File: src/rtl/regfile_sequencer.sv
// Four-state command sequencer that drives an external 3-port register file:
// it reads two operands, computes LI/MOV/ADD/SUB, then writes the result back.
module regfile_sequencer #(
   parameter int unsigned N = 8
) (
   input  logic         clk,
   input  logic         rst,
   input  logic         cmd_valid,
   output logic         cmd_ready,
   input  logic [1:0]   cmd_op,
   input  logic [2:0]   cmd_rd,
   input  logic [2:0]   cmd_rs,
   input  logic [2:0]   cmd_rt,
   input  logic [N-1:0] cmd_imm,
   output logic [2:0]   ra1,
   output logic [2:0]   ra2,
   input  logic [N-1:0] rd1,
   input  logic [N-1:0] rd2,
   output logic [2:0]   wa3,
   output logic [N-1:0] wd3,
   output logic         we3,
   output logic         done,
   output logic [N-1:0] result,
   output logic         carry
);

   typedef enum logic [1:0] {StIdle, StRead, StExec, StWrite} state_t;

   localparam logic [1:0] OpLi  = 2'b00;
   localparam logic [1:0] OpMov = 2'b01;
   localparam logic [1:0] OpAdd = 2'b10;
   localparam logic [1:0] OpSub = 2'b11;

   state_t         r_state;
   state_t         w_state_next;
   logic [1:0]     r_op;
   logic [2:0]     r_rd;
   logic [2:0]     r_rs;
   logic [2:0]     r_rt;
   logic [N-1:0]   r_imm;
   logic [N-1:0]   r_a;
   logic [N-1:0]   r_b;
   logic [N-1:0]   r_result;
   logic           r_carry;
   logic [N:0]     w_sum;
   logic [N:0]     w_diff;
   logic [N-1:0]   w_exec_result;
   logic           w_exec_carry;
   logic           w_accept;

   assign w_accept = (r_state == StIdle) && cmd_valid;

   always_ff @(posedge clk or negedge rst) begin
      if (!rst) begin
         r_state <= StIdle;
      end else begin
         r_state <= w_state_next;
      end
   end

   always_comb begin
      w_state_next = r_state;
      unique case (r_state)
         StIdle:  if (cmd_valid) w_state_next = StRead;
         StRead:  w_state_next = StExec;
         StExec:  w_state_next = StWrite;
         StWrite: w_state_next = StIdle;
         default: w_state_next = StIdle;
      endcase
   end

   // Extra top bit gives carry for ADD and, for SUB, is set exactly when A < B.
   always_comb begin
      w_sum         = {1'b0, r_a} + {1'b0, r_b};
      w_diff        = {1'b0, r_a} - {1'b0, r_b};
      w_exec_result = r_imm;
      w_exec_carry  = 1'b0;
      unique case (r_op)
         OpLi:    begin w_exec_result = r_imm; w_exec_carry = 1'b0;      end
         OpMov:   begin w_exec_result = r_a;   w_exec_carry = 1'b0;      end
         OpAdd:   begin w_exec_result = w_sum[N-1:0];  w_exec_carry = w_sum[N];  end
         OpSub:   begin w_exec_result = w_diff[N-1:0]; w_exec_carry = w_diff[N]; end
         default: begin w_exec_result = r_imm; w_exec_carry = 1'b0;      end
      endcase
   end

   always_ff @(posedge clk or negedge rst) begin
      if (!rst) begin
         r_op     <= 2'b00;
         r_rd     <= 3'd0;
         r_rs     <= 3'd0;
         r_rt     <= 3'd0;
         r_imm    <= '0;
         r_a      <= '0;
         r_b      <= '0;
         r_result <= '0;
         r_carry  <= 1'b0;
      end else begin
         if (w_accept) begin
            r_op  <= cmd_op;
            r_rd  <= cmd_rd;
            r_rs  <= cmd_rs;
            r_rt  <= cmd_rt;
            r_imm <= cmd_imm;
         end
         if (r_state == StRead) begin
            r_a <= rd1;
            r_b <= rd2;
         end
         if (r_state == StExec) begin
            r_result <= w_exec_result;
            r_carry  <= w_exec_carry;
         end
      end
   end

   // Register 0 is read-only: the write is suppressed but done still pulses.
   always_comb begin
      cmd_ready = (r_state == StIdle);
      done      = (r_state == StWrite);
      we3       = (r_state == StWrite) && (r_rd != 3'd0);
      wa3       = (r_state == StWrite) ? r_rd : 3'd0;
      wd3       = (r_state == StWrite) ? r_result : '0;
   end

   assign ra1    = r_rs;
   assign ra2    = r_rt;
   assign result = r_result;
   assign carry  = r_carry;

endmodule

File: config.mk
export PLATFORM = sky130hd
export DESIGN_NAME = regfile_sequencer
export DESIGN_NICKNAME = d
export VERILOG_FILES = /design/src/rtl/regfile_sequencer.sv
export SDC_FILE = /design/constraint.sdc
export NUM_CORES = 1
export LEC_CHECK = 0
export ABC_AREA = 1
export CORE_MARGIN = 2
export CORE_UTILIZATION = 40
export CTS_BUF_LIST = sky130_fd_sc_hd__clkbuf_8 sky130_fd_sc_hd__clkbuf_16
export CTS_CLUSTER_SIZE = 25
export DETAILED_ROUTE_END_ITERATION = 12
export GPL_ROUTABILITY_DRIVEN = 0
export PLACE_DENSITY = 0.69
export RECOVER_POWER = 25
export SETUP_SLACK_MARGIN = 0.5
export SLEW_MARGIN = 20
export SYNTH_ARGS = -nofsm -noshare
export SYNTH_HDL_FRONTEND = slang
export SYNTH_SLANG_ARGS = --single-unit
File: constraint.sdc
create_clock -name clk -period 1.85 [get_ports clk]
set_input_delay 0.37 -clock clk [delete_from_list [all_inputs] [get_ports clk]]
set_output_delay 0.37 -clock clk [all_outputs]
set_load 0.005 [all_outputs]
# == After elaboration in Yosys (flattened, before gate mapping) ==
# Cells that the tools add are included.
# totals
out_inout_bits,29
in_bits,38
regBits,46
# classes
reduce_logical,6
addsub,2
n_eq_ne,7
mux,6
# op_table
cell,count
one-hot mux 8 bit (4 select lines),1
adder 8 x 8 -> 9 bit,1
subtractor 8 x 8 -> 9 bit,1
"== test 2 bit, second input constant",4
2-to-1 mux 8 bit,1
one-hot mux 2 bit (4 select lines),1
"== test 2 x 1 -> 1 bit, second input constant",2
zero test 2 bit,2
2-to-1 mux 3 bit,1
one-hot mux 1 bit (3 select lines),1
nonzero test 3 bit,1
logical AND 1 bit,2
2-to-1 mux 2 bit,1
"inequality test 2 bit, second input constant",1
OR reduction 2 bit,1

# == Logic depth before layout (Yosys ltp) ==
# Gate-level depths: netlist of the first run.
# logic_depth
depth_word,3
mapped_depth,15
ltp_nobuf,14

# == Worst setup path before layout of the first run ==
# OpenSTA, ideal clock, no wires.
# synth_timing
path_kind,register to register
startpoint,register r_a[0]
endpoint,register r_result[6] (netlist: result[6])
stages_incl_launch_ff,13
required_ns,1.733
arrival_ns,1.558
slack_ns,0.175
period_less_slack_ns,1.675
cell_sequence,dfrtp_1 > inv_1 > ha_1 > inv_1 > fa_1 > nand3_1 > nand2_1 > nand2_1 > nand3_1 > nand3_1 > nand3_1 > nand2_1 > nand2_1
# synth_via
elab_chain_len,2
# synth_lines
item,line_no,source
"start, declared",41,logic [N-1:0] r_a;
"start signal, assigned",107,r_a <= rd1;
subtractor 8 x 8 -> 9 bit or adder 8 x 8 -> 9 bit (tied branches),"75, 74",
one-hot mux 8 bit (4 select lines) *,78,unique case (r_op)
"end signal, assigned",111,r_result <= w_exec_result;
"end, declared",43,logic [N-1:0] r_result;
# Mark *: on every way between the ends. The rest lies on a longest branch, timed or not.
# A chain may end at the register's enable or synchronous reset.

# == Worst setup path in the final report of the first run ==
# layout_timing
startpoint,register r_b[0]
endpoint,register r_result[6] (netlist: result[6])
# layout_via
elab_chain_len,2
# layout_lines
item,line_no,source
"start, declared",42,logic [N-1:0] r_b;
"start signal, assigned",108,r_b <= rd2;
subtractor 8 x 8 -> 9 bit or adder 8 x 8 -> 9 bit (tied branches),"75, 74",
one-hot mux 8 bit (4 select lines) *,78,
# Marked as above.

==> results, run 1 <==
- Global routing used 20.7% of the available tracks.
- The worst endpoint data arrival time is 2.01 ns.
- In the final routed layout, each cell accounts on average for 16.6 um.
- Before antenna repair, the detailed router went through 5 iterations.
- The critical setup path kind is reg -> reg.
- The highest fanout seen on the critical path is 3.
- The latest clock arrival within the worst-skew pair is 0.32 ns.
- Dividing the synthesized area by the synthesized cell count gives 8.24 um^2.
- The worst path buffer plus inverter count is 0.
- The critical path launch point type is a register.
- For the final database, setup skew stands at 0.00573 ns.
- Wires add up to 8990 um.
- Relative to the synthesized area, the layout overhead comes to 69.5%.
- The count of maximum capacitance violations is 0.
- The number of antenna violations at the first check in global routing is 0.
- The capturing element type of the critical path is a register.
- The worst path uses 94.6% of the clock period.
- Of the synthesized area, sequential elements account for 41.3%.
- The residual overflow from global routing is 0.
- The H-tree depth is 2.
- The number of antenna diodes in the final layout is 0.
- Setup repair after global routing could not meet its margin everywhere.
- The run finished with clean final reports.
- The relative slew slack is 21.1%.
- The cell count after synthesis came out at 338.
- The smallest setup slack after layout is 0.101 ns.
- The number of clock sinks is 46.
- The total of flip-flops plus latches after synthesis is 46.
- The worst vdd rail ir drop is 0.000889 V.
- In this run the remaining antenna-violating nets after routing total 0.
- Buffers inserted during clock tree synthesis total 5.
- In the layout the commonest cells are nand2_1 (50), dfrtp_1 (42), buf_4 (37).
- The worst hold path belongs to the class in -> async.
- The number of buffers on the longest clock path is 2.
- The initial standard-cell utilization of the core is 41.2%.
- The die extent in x is 87.5 um.
- The total setup violations reported at the end of the flow is 0.
- The root buffer selected by CTS is clkbuf_8.
- For this run, the top clock speed supported by timing is 0.572 GHz.
- Dividing the detail-routed via count by the number of cells gives 5.25.
- The count of synthesis-stage warnings from yosys is 0.
- The I/O pin total is 67.
- The final number of hold-violating endpoints is 0.
- The kind of cell with the highest combined delay along the critical path is adder cells.
- Summed over all nets, the half-perimeter wirelength after detailed placement is 4810 um.
- The number of violations reported at the end of detailed-routing iteration 0 is 221.
- The TritonCTS clock tree is built.
- The largest stage delay on the critical path is 0.44 ns.
- The critical path's slowest cell is dfrtp_1.
- The total leakage power is 0.00227 uW.
- After clock tree synthesis, the clock-pin slew on the worst setup and hold paths is 0.10 ns.
- At the pin with the least slew margin, the transition time is 1.18 ns.
- Across all layers, the routed design uses 2847 vias.
- The reg-to-reg critical path startpoint is r_b[0].
- The total number of nets in the final design is 522.
- The critical path goes through ha_2 -> fa_2 -> nand2_4 -> nand2_4 -> nand3_2 -> nand2_2 -> a21oi_2 -> o21ai_2 -> nand3_2 -> nand2_1 -> nand2_1.
- The synthesized net count is 399.
- The post-synthesis instance area is 0.00279 mm^2.
- In this run the power density over the cells is 2120 mW/mm^2.
- The required time at the worst-slack endpoint is 2.11 ns.
- Entering global routing, the biggest net connects 47 pins.
- The start point of the critical path is r_b[0].
- Sorting the synthesized cells by area gives the leading types as dfrtp_1 (41%), nand2_1 (11%), ha_1 (9.4%), mux2_2 (8.5%), inv_1 (6.3%).
- The synthesized design spends more area on one cell type than any other, namely dfrtp_1.
- From bottom edge to top edge, the die measures 87.5 um.
- The total count of max-transition violations in the final report is 0.
- The number of global-route vias before repair was 2565.
- Across all register-to-register paths, the minimum setup slack is 0.10 ns.
- The hold slack is 0.363 ns.
- In the routed design, unresolved DRC markers number 0.
- The row count is 30.
- The critical path depth is 11.
- The number of buffers inserted by port buffering is 66.
- The worst reg2reg path endpoint is result[6].
- The cell depth of the worst flop-to-flop path is 11.
- The wire length of the first global-routing pass is 12200 um.
- The core box area is 0.00676 mm^2.
- Subtracting the final worst setup slack from the clock period gives 1.75 ns.
- The ratio of cells with drive above 1 in the final layout is 47.2%.
- The floorplan step defined a die boundary enclosing 0.00765 mm^2.
- The setup TNS is 0 ns.
- Yosys mapped the design onto 29 distinct sky130hd cell types.
- The pre-CTS setup slack is -0.00128 ns.
- The portion of synthesized cell area occupied by the leading cell type is 41.3%.
- The library cell used most frequently in the layout, excluding fill and tap cells, is nand2_1.
[report_power, final]
| part | switching, uW | total (uW) | leakage (uW) | internal (uW) |
|---|---|---|---|---|
| Combinational | 3720 | 7360 | 0.00168 | 3650 |
| Sequential | 431 | 1960 | 0.000543 | 1530 |
| Clock | 423 | 705 | 0.0000495 | 282 |
| Total | 4570 | 10000 | 0.00227 | 5460 |
[how the worst max path moves through the flow]
stage,end,slack (ns)
global route,result[6],-0.002
floorplan,result[6],0.27
CTS,we3,0.16
finish,result[6],0.10
global placement,we3,0.05
detailed placement,we3,-0.001
[state kept, by name, indices dropped and copies added, names as in the netlist]
register	flops
carry	1
r_a	8
r_b	8
r_imm	8
r_op	2
r_rd	3
r_state	2
ra1	3
ra2	3
result	8
[cells in the mapped netlist]
cell,count
a21oi_1,20
a21oi_2,1
a22oi_1,1
a31oi_1,1
a41oi_1,1
buf_1,1
buf_2,4
buf_4,1
buf_6,2
clkbuf_1,3
dfrtp_1,46
fa_1,2
ha_1,21
inv_1,47
inv_2,3
mux2_2,21
nand2_1,85
nand2_2,2
nand3_1,23
nand3b_1,1
nand4_1,6
nor2_1,20
o2111ai_1,2
o211ai_1,1
o21a_1,1
o21ai_0,18
o21ai_1,2
o22ai_1,1
or2_1,1
[final cells by class]
cell class                      count  area, um^2
Fill cell                         471        2030
Tap cell                           80         100
Sequential cell                    46        1160
Timing Repair Buffer              125        1230
Clock buffer                        5        68.8
Clock inverter                      3        26.3
Inverter                           50         211
Multi-Input combinational cell    232        1920
Timing Repair inverter              1        7.51
[worst reg2reg max path, cell delays in order (launching register included)]
cell	delay, ns
dfrtp_1	0.44
ha_2	0.21
fa_2	0.37
nand2_4	0.09
nand2_4	0.06
nand3_2	0.07
nand2_2	0.06
a21oi_2	0.14
o21ai_2	0.07
nand3_2	0.07
nand2_1	0.05
nand2_1	0.06
[layer usage]
layer,GRT usage (%),vias up,routed length [um]
met3,2.65,24,541
met2,35.7,118,4600
met5,0,-,0
met4,7.41,0,255
met1,26.4,1361,3600
li1,-,1344,-
[cell families after synthesis]
logic type	after synthesis	synth area share [%]
buffers and inverters	61	9.07
DFF	46	41.3
and+or+nand+nor	138	20.6
muxes	21	8.49
AOI/OAI and AO/OA	49	9.70
adders and majority gates	23	10.9
[metrics by stage]
| stage | instances | utilization [%] | instance area [um^2] | total power, uW |
|---|---|---|---|---|
| after floorplan | 338 | - | 2880 | 5030 |
| after global placement | 483 | 53.8 | 3630 | 6310 |
| after detailed placement | 483 | 53.8 | 3630 | 6410 |
| after CTS | 525 | 62.3 | 4210 | 8420 |
| after global routing | 542 | 69.9 | 4720 | 10700 |
| final | 542 | 69.9 | 4720 | 10000 |
[what timing repair did]
| action | 4_1_cts | 5_1_grt |
|---|---|---|
| hold buffers | 0 | 0 |
| buffers inserted | 32 | 15 |
| hold endpoints to repair | 0 | 0 |
| gates resized for setup | 147 | 125 |
| setup endpoints to repair | 62 | 69 |
| pin swaps | 18 | 27 |
| cloned | 2 | 2 |
(Power assumes the default switching activity.)
==> run 2, diff against run 1 <==
--- a/config.mk
+++ b/config.mk
@@ -12,6 +12,7 @@
 export CTS_CLUSTER_SIZE = 25
 export DETAILED_ROUTE_END_ITERATION = 12
 export GPL_ROUTABILITY_DRIVEN = 0
+export MAX_ROUTING_LAYER = met4
 export PLACE_DENSITY = 0.69
 export RECOVER_POWER = 25
 export SETUP_SLACK_MARGIN = 0.5
==> results, run 2 (synthesis gave the netlist of run 1 again) <==
- The initial standard-cell utilization of the core was 41.2% (unchanged).
- The largest net degree at the start of global routing is 47 (unchanged).
- Outcome: finished, final reports clean (unchanged).
- The highest clock frequency the design can meet is 0.565 GHz (was 0.572 GHz).
- The vertical extent of the die was 87.5 um (unchanged).
- The number of buffers inserted by port buffering is 66 (unchanged).
- The number of buffers on the longest clock path is 2 (unchanged).
- The die extent in x is 87.5 um (unchanged).
- The mean routed wirelength per cell is 16.3 um (was 16.6 um).
- The worst vdd rail ir drop is 0.000867 V (was 0.000889 V).
- The area of placed instances is 0.00363 mm^2 (unchanged).
- The required time at the worst-slack endpoint came to 2.11 ns (about the same).
- The final cell area excluding filler cells is 0.00473 mm^2 (was 0.00472 mm^2).
- The wire length of the first global-routing pass is 12200 um (about the same).
- The total clock buffers created by CTS is 5 (unchanged).
- The power density relative to cell area was 2110 mW/mm^2 (was 2120 mW/mm^2).
- The total wire length is 8820 um (was 8990 um).
- The H-tree depth is 2 (unchanged).
- The ratio of cells with drive above 1 in the final layout is 47.7% (was 47.2%).
- The pin slew with the least headroom to its limit is 1.19 ns (was 1.18 ns).
- The total number of nets in the final design is 521 (was 522).
- Highest-count cells in the layout ignoring fill and taps: nand2_1 (49), dfrtp_1 (42), clkdlybuf4s50_1 (36), buf_4 (36), inv_1 (27) (was nand2_1 (50), dfrtp_1 (42), buf_4 (37)).
- The share of the core filled with cells in the final layout is 70.0% (was 69.9%).
- Setup repair after global routing missed its margin: yes (unchanged).
- The antenna diode instance count was 0 (unchanged).
- The total count of max-transition violations in the final report is 0 (unchanged).
- The via-per-instance ratio is 5.21 (was 5.25).
- The number of violations reported at the end of detailed-routing iteration 0 came to 240 (was 221).
- The overall power after layout is 9970 uW (was 10000 uW).
- The number of detailed-routing iterations run before antenna repair is 4 (was 5).
- The critical path launch point type is a register (unchanged).
- The total leakage power came to 0.00227 uW (about the same).
- The time the worst path needs with I/O delays and setup came to 1.77 ns (was 1.75 ns).
- The pre-CTS setup slack came to -0.00128 ns (unchanged).
- The portion of the clock cycle consumed by the worst path in the final layout is 95.7% (was 94.6%).
- The total setup violations reported at the end of the flow is 0 (unchanged).
- The number of clock sinks is 46 (unchanged).
- The row count came to 30 (unchanged).
- The detailed-route DRC error count is 0 (unchanged).
- The total length of routed met2 wires is 4490 um (was 4600 um).
- The latest clock arrival within the worst-skew pair is 0.31 ns (was 0.32 ns).
- The CTS clock-pin slew for the worst setup and hold paths is 0.10 ns (about the same).
- The detailed placement HPWL came to 4810 um (unchanged).
- The capturing element type of the critical path is a register (unchanged).
- The I/O pin total is 67 (unchanged).
- The met3 routed wirelength is 476 um (was 541 um).
- The residual overflow from global routing was 0 (unchanged).
- The remaining number of nets flagged by the antenna check after routing is 0 (unchanged).
- The root buffer selected by CTS is clkbuf_8 (unchanged).
- The total routed wire length on the met1 layer was 3590 um (was 3600 um).
- The top routing layer in use is met4 (unchanged).
- The critical setup path kind is reg -> reg (unchanged).
- The relative slew slack came to 20.6% (was 21.1%).
- The worst endpoint data arrival time is 2.03 ns (was 2.01 ns).
- The smallest setup slack after layout is 0.0789 ns (was 0.101 ns).
- The core box area is 0.00676 mm^2 (unchanged).
- The clock skew after layout came to 0.00385 ns (was 0.00573 ns).
- The total die area is 0.00765 mm^2 (unchanged).
- The TritonCTS clock tree was built (unchanged).
- The highest fanout seen on the critical path is 3 (unchanged).
- The total number of vias is 2820 (was 2847).
- The most common cell after layout, fill and taps aside is nand2_1 (unchanged).
- The final number of hold-violating endpoints is 0 (unchanged).
- The number of global-route vias before repair was 2563 (was 2565).
- The area taken by multi-input logic gates was 0.00193 mm^2 (was 0.00192 mm^2).
- The number of fill cells is 472 (was 471).
- The flip-flop and latch area was 0.00116 mm^2 (unchanged).
- The area growth from synthesis to final layout is 69.6% (was 69.5%).
- The count of maximum capacitance violations came to 0 (unchanged).
- The path category of the worst min-delay check is in -> async (unchanged).
- The number of antenna violations at the first check in global routing is 0 (unchanged).
- The overall fraction of global-route tracks in use was 21.4% (was 20.7%).
[run 2: power breakdown]
part           internal, uW  total, uW  switching, uW
sequential             1530       1960            433
clock                   282        698            416
combinational          3610       7320           3700
total                  5420       9970           4550
[run 2: metal layers]
layer	up-vias	GRT usage [%]
li1	1350	-
met1	1338	26.6
met2	108	36.0
met3	24	3.22
met4	0	6.01
met5	-	-
[run 2: critical path, stage by stage, from the launching register on]
cell and delay, ns:
dfrtp_1 0.44, ha_2 0.21, fa_2 0.38, nand2_4 0.09
nand2_4 0.07, nand3_2 0.08, nand2_2 0.07, a21oi_2 0.14
o21ai_2 0.07, nand3_2 0.07, nand2_1 0.05, nand2_1 0.06
[run 2: final cells by class]
| class | count | area share (%) |
|---|---|---|
| multi-input combinational | 232 | 40.9 |
| timing repair buffer | 124 | 25.9 |
| sequential | 46 | 24.5 |
| inverter | 50 | 4.47 |
| tap | 80 | 2.12 |
| clock buffer | 5 | 1.46 |
| clock inverter | 3 | 0.556 |
| timing repair inverter | 1 | 0.159 |
[run 2: path summary, 6_finish.rpt]
check	from	end	slack, ns	cells past startpoint
min in group clk	ra1[1]	ra1[1]	0.52	1
max in group asynchronous	rst	r_state[1]	0.69	2
hold / removal	rst	r_b[2]	0.37	2
hold reg to reg	ra1[1]	ra1[1]	0.52	1
setup / recovery	r_b[0]	result[6]	0.08	11
setup reg to reg	r_b[0]	result[6]	0.08	11
[run 2: repair_timing]
| item | 4_1_cts | 5_1_grt |
|---|---|---|
| gates resized for setup | 147 | 128 |
| gates cloned | 2 | 2 |
| hold buffers | 0 | 0 |
| setup endpoints to repair | 62 | 70 |
| setup buffers | 32 | 14 |
| pin swaps | 18 | 31 |
[run 2: through the flow]
step	setup TNS, ns	hold WS (ns)	cells
after floorplan	0	0.0744	338
after global placement	0	0.368	483
after detailed placement	-0.00128	0.376	483
after CTS	0	0.0327	525
after global routing	-0.00660	0.471	541
final	0	0.368	541
==> run 3, diff against run 2 <==
--- a/config.mk
+++ b/config.mk
@@ -11,9 +11,10 @@
 export CTS_BUF_LIST = sky130_fd_sc_hd__clkbuf_8 sky130_fd_sc_hd__clkbuf_16
 export CTS_CLUSTER_SIZE = 25
 export DETAILED_ROUTE_END_ITERATION = 12
+export DONT_BUFFER_PORTS = 1
 export GPL_ROUTABILITY_DRIVEN = 0
 export MAX_ROUTING_LAYER = met4
-export PLACE_DENSITY = 0.69
+export PLACE_DENSITY = 0.56
 export RECOVER_POWER = 25
 export SETUP_SLACK_MARGIN = 0.5
 export SLEW_MARGIN = 20
==> results, run 3 (synthesis gave the netlist of run 1 again) <==
- The TritonCTS clock tree is built (unchanged).
- The total die area is 0.00765 mm^2 (unchanged).
- The worst endpoint data arrival time is 1.36 ns (was 2.03 ns).
- The highest clock frequency the design can meet is 0.578 GHz (was 0.565 GHz).
- The total count of max-transition violations in the final report is 0 (unchanged).
- The total routed wire length on the met1 layer is 3350 um (was 3590 um).
- The wire length of the first global-routing pass is 11600 um (was 12200 um).
- Highest-count cells in the layout ignoring fill and taps: nand2_1 (63), dfrtp_1 (42), buf_4 (31) (was nand2_1 (49), dfrtp_1 (42), clkdlybuf4s50_1 (36), buf_4 (36), inv_1 (27)).
- Outcome: finished with violations (was finished, final reports clean).
- The core box area is 0.00676 mm^2 (unchanged).
- The critical path depth is 4 (was 11).
- The total length of routed met2 wires is 3610 um (was 4490 um).
- The latest clock arrival within the worst-skew pair is 0.31 ns (about the same).
- Setup repair after global routing missed its margin: yes (unchanged).
- The power dissipated by switching net loads is 3930 uW (was 4550 uW).
- The total clock buffers created by CTS came to 5 (unchanged).
- The die extent in x was 87.5 um (unchanged).
- The slack of the worst reg-to-reg path is 0.18 ns (was 0.08 ns).
- The reg-to-reg critical path startpoint was r_b[0] (unchanged).
- The overall fraction of global-route tracks in use was 20.2% (was 21.4%).
- The total number of nets in the final design is 440 (was 521).
- The start point of the critical path is r_state[1] (was r_b[0]).
- The critical setup path kind was reg -> out (was reg -> reg).
- The power density relative to cell area is 2300 mW/mm^2 (was 2110 mW/mm^2).
- The required time at the worst-slack endpoint is 1.48 ns (was 2.11 ns).
- The largest stage delay on the critical path is 0.45 ns (was 0.44 ns).
- The I/O pin total is 67 (unchanged).
- The remaining number of nets flagged by the antenna check after routing was 0 (unchanged).
- The combinational group share of total power is 68.0% (was 73.3%).
- The via-per-instance ratio is 5.23 (was 5.21).
- The mean routed wirelength per cell is 16.1 um (was 16.3 um).
- The pin slew with the least headroom to its limit is 0.528 ns (was 1.19 ns).
- The residual overflow from global routing is 0 (unchanged).
- The number of global-route vias before repair came to 2436 (was 2563).
- The initial standard-cell utilization of the core is 41.2% (unchanged).
- The kind of cell with the highest combined delay on the critical path is flip-flops (was adder cells).
- The total wire length was 7420 um (was 8820 um).
- The antenna diode instance count is 0 (unchanged).
- The setup TNS is 0 ns (unchanged).
- The root buffer selected by CTS is clkbuf_8 (unchanged).
- The row count is 30 (unchanged).
- The area growth from synthesis to final layout is 35.1% (was 69.6%).
- The clock skew after layout is 0.0109 ns (was 0.00385 ns).
- Critical Path, Cell by Cell: buf_6 -> buf_6 -> inv_6 -> ha_4 (was ha_2 -> fa_2 -> nand2_4 -> nand2_4 -> nand3_2 -> nand2_2 -> a21oi_2 -> o21ai_2 -> nand3_2 -> nand2_1 -> nand2_1).
- The portion of the clock cycle consumed by the worst path in the final layout is 93.5% (was 95.7%).
- The count of maximum capacitance violations came to 0 (unchanged).
- The cell depth of the worst flop-to-flop path is 13 (was 11).
- The final number of hold-violating endpoints is 46 (was 0).
- The top routing layer in use is met4 (unchanged).
- The ratio of cells with drive above 1 in the final layout is 42.9% (was 47.7%).
- The number of clock sinks was 46 (unchanged).
- The path category of the worst min-delay check was in -> async (unchanged).
- The total leakage power was 0.00179 uW (was 0.00227 uW).
- The critical path launch point type is a register (unchanged).
- The met3 routed wirelength is 332 um (was 476 um).
- The number of buffers inserted by port buffering is 0 (was 66).
- The hold slack is -0.251 ns (was 0.368 ns).
- The most common cell after layout, fill and taps aside was nand2_1 (unchanged).
- The largest net degree at the start of global routing is 47 (unchanged).
- The number of antenna violations at the first check in global routing is 0 (unchanged).
- The checks that failed: negative hold slack.
- The cell that appears most often on the critical path is buf_6.
- The count of placed standard cells including taps is 413 (was 483).
- The worst vdd rail ir drop is 0.000954 V (was 0.000867 V).
- The number of detailed-routing iterations run before antenna repair was 4 (unchanged).
- The cell-internal power is 4730 uW (was 5420 uW).
- The clock share of power came to 8.7% (was 7.0%).
- The detailed-route DRC error count was 0 (unchanged).
- The detailed placement HPWL came to 4690 um (was 4810 um).
- The number of cells in the finished layout apart from fillers was 460 (was 541).
- The fraction of power spent switching nets is 45.4% (was 45.6%).
- The worst reg2reg path endpoint is result[6] (unchanged).
- The total number of vias is 2405 (was 2820).
- The relative slew slack was 64.7% (was 20.6%).
- The time the worst path needs with I/O delays and setup is 1.73 ns (was 1.77 ns).
- The worst path buffer plus inverter count was 3 (was 0).
- The endpoint of the worst setup timing path is cmd_ready (was result[6]).
- The number of violations reported at the end of detailed-routing iteration 0 is 171 (was 240).
- The vertical extent of the die is 87.5 um (unchanged).
- The CTS clock-pin slew for the worst setup and hold paths is 0.09 ns (was 0.10 ns).
- The highest fanout seen on the critical path is 6 (was 3).
- The total setup violations reported at the end of the flow was 0 (unchanged).
- The number of buffers on the longest clock path is 2 (unchanged).
- The number of fill cells is 609 (was 472).
- The share of total power in sequential cells was 23.2% (was 19.7%).
- The capturing element type of the critical path was an output port (was register).
- The H-tree depth came to 2 (unchanged).
- The critical path's slowest cell is dfrtp_1 (unchanged).
[run 3: changes by cell type in the layout (fill, tap and decap cells not counted), moves of 6 or more]
cell | before | now
clkdlybuf4s15_1 | 15 | 0
buf_6 | 20 | 7
nand2_4 | 13 | 5
o21ai_2 | 7 | 1
buf_2 | 7 | 0
o21ai_0 | 5 | 14
clkdlybuf4s50_1 | 36 | 0
nand2_1 | 49 | 63
[run 3: how the worst min path moves through the flow]
stage                     start         end  slack [ns]  depth (start not counted)
after floorplan             rst       carry        0.07                          0
after global placement      rst      r_a[2]        0.08                          0
after detailed placement    rst      r_b[2]        0.08                          0
after CTS                   rst      r_a[2]       -0.26                          0
after global routing        rst  r_state[1]       -0.27                          0
final                       rst     r_rd[1]       -0.25                          0
[run 3: metal layers]
metal / up-vias / global-route usage (%)
met5: - / -
met4: 0 / 6.43
met3: 15 / 3.89
met2: 62 / 31.7
met1: 1140 / 26.3
li1: 1188 / -
[run 3: repair_timing]
item / CTS / global route
gates cloned: 2 / 3
pin swaps: 27 / 17
endpoints found under the setup margin: 48 / 47
gates resized for setup: 51 / 60
hold endpoints to repair: 46 / 46
buffers inserted: 23 / 11
[run 3: stage by stage]
step | utilization, % | instance area [um^2] | setup WS (ns) | power (uW) | hold WS (ns)
2_1_floorplan | - | 2880 | 0.266 | 5030 | 0.0744
3_3_place_gp | 43.6 | 2950 | 0.0516 | 5750 | 0.0766
3_5_place_dp | 43.6 | 2950 | 0.0670 | 5800 | 0.0761
4_1_cts | 51.4 | 3470 | 0.153 | 7810 | -0.258
5_1_grt | 55.7 | 3760 | 0.0601 | 9440 | -0.266
6_report | 55.7 | 3760 | 0.121 | 8650 | -0.251
[run 3: area by class of cell]
class	instances	area, um^2	share of cell area [%]
clock buffer	5	68.8	1.83
inverter	50	209	5.55
clock inverter	3	41.3	1.10
timing repair buffer	42	404	10.7
sequential	46	1160	30.7
multi-input combinational	234	1780	47.4
tap	80	100	2.66
[run 3: power groups by stage]
| stage | registers (uW) | logic, uW | clock network [uW] |
|---|---|---|---|
| after global routing | 2090 | 6540 | 808 |
| after detailed placement | 1990 | 3820 | 0 |
| after floorplan | 1870 | 3170 | 0 |
| final | 2010 | 5890 | 756 |
| after global placement | 1970 | 3780 | 0 |
| after CTS | 1980 | 5060 | 779 |
